**src/rtl/serial_subtractor.sv**
```systemverilog
// Bit-serial subtractor: computes a - b - bin one bit per cycle, LSB first, through one full-subtractor cell.
// Optional signed-overflow output ovf is built when SERIAL_SUB_OVF_EN is defined.
module serial_subtractor #(
    parameter int WIDTH = 4
) (
    input  logic             clk,
    input  logic             rst,
    input  logic             start,
    input  logic [WIDTH-1:0] a,
    input  logic [WIDTH-1:0] b,
    input  logic             bin,
    output logic [WIDTH-1:0] d,
    output logic             bout,
    output logic             busy,
    output logic             done
`ifdef SERIAL_SUB_OVF_EN
    ,
    output logic             ovf
`endif
);

    localparam int CW = $clog2(WIDTH);
    localparam logic [CW-1:0] LAST_BIT = CW'(WIDTH - 1);

    typedef enum logic [1:0] {
        S_IDLE = 2'd0,
        S_RUN  = 2'd1,
        S_DONE = 2'd2
    } state_t;

    state_t           r_state;
    logic [WIDTH-1:0] r_a;
    logic [WIDTH-1:0] r_b;
    logic [WIDTH-1:0] r_res;
    logic             r_br;
    logic [CW-1:0]    r_cnt;
`ifdef SERIAL_SUB_OVF_EN
    logic             r_a_msb;
    logic             r_b_msb;
`endif

    logic w_ai;
    logic w_bi;
    logic w_diff;
    logic w_br_next;

    // Full-subtractor cell on the current LSBs of the shifting operand registers
    assign w_ai      = r_a[0];
    assign w_bi      = r_b[0];
    assign w_diff    = w_ai ^ w_bi ^ r_br;
    assign w_br_next = (~w_ai & w_bi) | (~(w_ai ^ w_bi) & r_br);

    // Control FSM, serial datapath and registered result outputs
    always_ff @(posedge clk) begin
        if (rst) begin
            r_state <= S_IDLE;
            r_a     <= {WIDTH{1'b0}};
            r_b     <= {WIDTH{1'b0}};
            r_res   <= {WIDTH{1'b0}};
            r_br    <= 1'b0;
            r_cnt   <= {CW{1'b0}};
            d       <= {WIDTH{1'b0}};
            bout    <= 1'b0;
            busy    <= 1'b0;
            done    <= 1'b0;
`ifdef SERIAL_SUB_OVF_EN
            r_a_msb <= 1'b0;
            r_b_msb <= 1'b0;
            ovf     <= 1'b0;
`endif
        end else begin
            case (r_state)
                S_IDLE, S_DONE: begin
                    done <= 1'b0;
                    if (start) begin
                        r_a     <= a;
                        r_b     <= b;
                        r_br    <= bin;
                        r_res   <= {WIDTH{1'b0}};
                        r_cnt   <= {CW{1'b0}};
`ifdef SERIAL_SUB_OVF_EN
                        r_a_msb <= a[WIDTH-1];
                        r_b_msb <= b[WIDTH-1];
`endif
                        busy    <= 1'b1;
                        r_state <= S_RUN;
                    end else begin
                        busy    <= 1'b0;
                        r_state <= S_IDLE;
                    end
                end
                S_RUN: begin
                    // start and the operand inputs are deliberately not looked at here
                    r_a   <= {1'b0, r_a[WIDTH-1:1]};
                    r_b   <= {1'b0, r_b[WIDTH-1:1]};
                    r_br  <= w_br_next;
                    r_res <= {w_diff, r_res[WIDTH-1:1]};
                    if (r_cnt == LAST_BIT) begin
                        d       <= {w_diff, r_res[WIDTH-1:1]};
                        bout    <= w_br_next;
`ifdef SERIAL_SUB_OVF_EN
                        ovf     <= (r_a_msb != r_b_msb) && (w_diff != r_a_msb);
`endif
                        busy    <= 1'b0;
                        done    <= 1'b1;
                        r_state <= S_DONE;
                    end else begin
                        r_cnt   <= r_cnt + CW'(1);
                    end
                end
                default: begin
                    busy    <= 1'b0;
                    done    <= 1'b0;
                    r_state <= S_IDLE;
                end
            endcase
        end
    end

endmodule

```
**config.mk**
```make
export PLATFORM = sky130hd
export DESIGN_NAME = serial_subtractor
export DESIGN_NICKNAME = d
export VERILOG_FILES = /design/src/rtl/serial_subtractor.sv
export SDC_FILE = /design/constraint.sdc
export NUM_CORES = 1
export LEC_CHECK = 0
export ABC_AREA = 0
export BUFFER_PORTS_ARGS = -buffer_cell sky130_fd_sc_hd__buf_2
export CAP_MARGIN = 5
export CORE_MARGIN = 8
export CORE_UTILIZATION = 55
export CTS_CLUSTER_SIZE = 40
export DETAILED_ROUTE_END_ITERATION = 8
export HOLD_SLACK_MARGIN = 0.08
export PLACE_DENSITY = 0.8
export SKIP_CTS_REPAIR_TIMING = 1
export SYNTH_ARGS = -nofsm -noshare
export SYNTH_HDL_FRONTEND = slang
export SYNTH_SLANG_ARGS = --single-unit
```
**constraint.sdc**
```tcl
create_clock -name clk -period 2.69 [get_ports clk]
set_clock_uncertainty 0.2 [all_clocks]
set_input_delay 0.4035 -clock clk [delete_from_list [all_inputs] [get_ports clk]]
set_output_delay 0.4035 -clock clk [all_outputs]
set_load 0.01 [all_outputs]
```
==> reports/results.txt <==
Critical Path End - r_cnt[1]$_SDFFE_PP0P_
cell leakage power - 0.390 nW
GPL Wtd Cong - 0.713
Yosys reg bits - 23
post-route DRC violation count - 0
FF-to-FF setup slack - 1.11 ns
yosys warns - 0
top-area cell type share of the netlist area - 50.4%
Yosys top cell by area - dfxtp_1
post-layout power - 604 uW
Fin Setup TNS - 0 ns
count leader, synth - dfxtp_1
Clk Latency, worst-skew pair - 0.30 ns
ranking of synthesized cells by area - dfxtp_1 (50%), a21oi_1 (7.7%), nor3_1 (6.0%)
WP data arrival - 1.56 ns
Routed WL - 1780 microns
reg-to-reg startpoint - r_cnt[0]$_SDFFE_PP0P_
initial core utilization - 59.9%
Die Span Y - 56.8 microns
reg2reg end - r_cnt[1]$_SDFFE_PP0P_
Finished Cell Area - 1010 sq um
ys flop type - dfxtp_1
antenna viol nets, final - 0
wire per inst - 13.4 microns
Avg Synthesized Cell Area - 8.87 sq um
Vias - 756
Fin. Hold Viols - 0
max_cap viols - 0
detailed router's first-iteration violation count - 23
Fmax - 633 MHz
Num CTS Buffers - 3
Post-synth EDFFs - 0
area of the core - 1520 sq um
synthesized cell area - 913 sq um
IO Port Bufs - 18
nets - 132
clock sink total - 23
Setup crit start - r_cnt[0]$_SDFFE_PP0P_
CTS tree - built
crit start category - register
synth cell count leaders - dfxtp_1 (23), a21oi_1 (14), nor3_1 (11), nand2_1 (10), nand3_1 (10)
initial antenna violation count - 0
# setup viols final - 0
Hold Path Class - input pin to register
first-pass GRT wire length - 3120 microns
fin cells - 133
vias in the first global route - 675
syn_nets - 117
RSZ-0062 raised after global routing - false
Overflow after GRT - 0
Req. time, crit path - 2.67 ns
drt first pass iters - 4
pin count of the biggest net entering global routing - 24
Final min period - 1.58 ns
FFs w/ async S/R, synth - 0%
Longest Clk Path Bufs - 2
critical-path maximum fanout - 10
Worst slew margin - 57.5%
Cell Count Post-Placement - 129
slew of the pin with the lowest slew margin - 0.636 ns
Clock transition at path regs - 0.12 ns
worst r2r path cells - 4
Final Max Slew Viols - 0
Die W - 56.8 microns
vias per cell - 5.68
CTS root buf - clkbuf_4
Seq/Total Area, Yosys - 50.4%
maximum VDD drop - 382 uV
critical path type - register to register
Post-DP Area - 980 sq um
share of layout cells above drive strength 1 - 19.7%
Tot GR Track Use - 11.4%
Layout area overhead - 10.1%
Cells after Synth - 103
Power Dens Cells - 601 nW/um^2
ANT cells - 0
CP endpoint kind - register
synth unique cells - 23
status - finished, final reports clean
H-Tree Level Count - 1
full die area - 3220 sq um
Ports - 19
period utilisation layout - 58.7%
HPWL after DPL - 1260 microns
# rows - 14
## cell type report
cell class	instances	area [sq um]
clock buffers	4	26.3
repair buffers	18	90.1
multi-input cells	70	402
well taps	16	20.0
fillers	136	518
flip-flops and latches	23	460
inverters	2	7.51
## worst max-delay path, stage by stage (launching register included)
cell,delay (ns)
dfxtp_1,0.35
ha_1,0.32
nor3b_2,0.36
nand3b_1,0.17
a21oi_1,0.07
## metal layers
| metal | part of all wire (%) | GRT usage (%) | vias up |
|---|---|---|---|
| li1 | - | - | 393 |
| met1 | 46 | 15.9 | 346 |
| met2 | 47 | 15.0 | 15 |
| met3 | 6.0 | 3.60 | 2 |
| met4 | 0.56 | 5.70 | 0 |
| met5 | 0 | 0 | - |
## report_power, final
| part | internal [mW] | leakage [nW] | switching [mW] |
|---|---|---|---|
| Combinational | 0.0346 | 0.188 | 0.0477 |
| Clock | 0.0577 | 0.0150 | 0.0944 |
| Sequential | 0.359 | 0.188 | 0.0109 |
| Total | 0.451 | 0.390 | 0.153 |
## per-stage QoR
step / hold slack, ns / util [%] / setup slack (ns)
after floorplan: 0.244 / - / 1.22
after global placement: 0.239 / 64.3 / 1.17
after detailed placement: 0.244 / 64.3 / 1.12
after CTS: 0.122 / 66.0 / 1.11
after global routing: 0.134 / 66.0 / 0.998
final: 0.127 / 66.0 / 1.11
## state kept, by name, summed over array words and instances, names as in the netlist
name	count
r_res	3
r_br	1
r_cnt	2
done	1
d	4
r_state	2
busy	1
r_b	4
r_a	4
bout	1
## cells by family after synthesis
family,Yosys count,synth area share (%)
and+or+nand+nor,45,25.8
buffers and inverters,10,5.62
DFF,23,50.4
adders and majority gates,2,3.56
AOI/OAI and AO/OA,23,14.7
## how the worst min path moves through the flow
stage	to	startpoint	depth (start not counted)
detailed placement	d[3]$_SDFFE_PP0P_	d[3]$_SDFFE_PP0P_	2
finish	r_a[3]$_SDFFE_PP0P_	a[3]	3
global route	r_b[3]$_SDFFE_PP0P_	b[3]	3
floorplan	d[0]$_SDFFE_PP0P_	r_res[1]$_SDFFE_PP0P_	2
global placement	d[3]$_SDFFE_PP0P_	d[3]$_SDFFE_PP0P_	2
CTS	r_a[3]$_SDFFE_PP0P_	a[3]	3
## cell usage in the layout (no fill, tap or decap), drive strengths merged
cell | synthesis | routed
and2b | 1 | 1
nand3 | 10 | 10
a311oi | 2 | 2
o22ai | 6 | 6
dfxtp | 23 | 23
fa | 1 | 1
a2bb2oi | 1 | 1
buf | 4 | 18
nand2 | 10 | 10
nand2b | 3 | 3
inv | 2 | 2
nor2 | 4 | 4
nor3b | 2 | 2
nand3b | 3 | 3
a21oi | 14 | 14
nor3 | 11 | 11
nor2b | 1 | 1
clkbuf | 4 | 4
ha | 1 | 1
(Power assumes the default switching activity.)
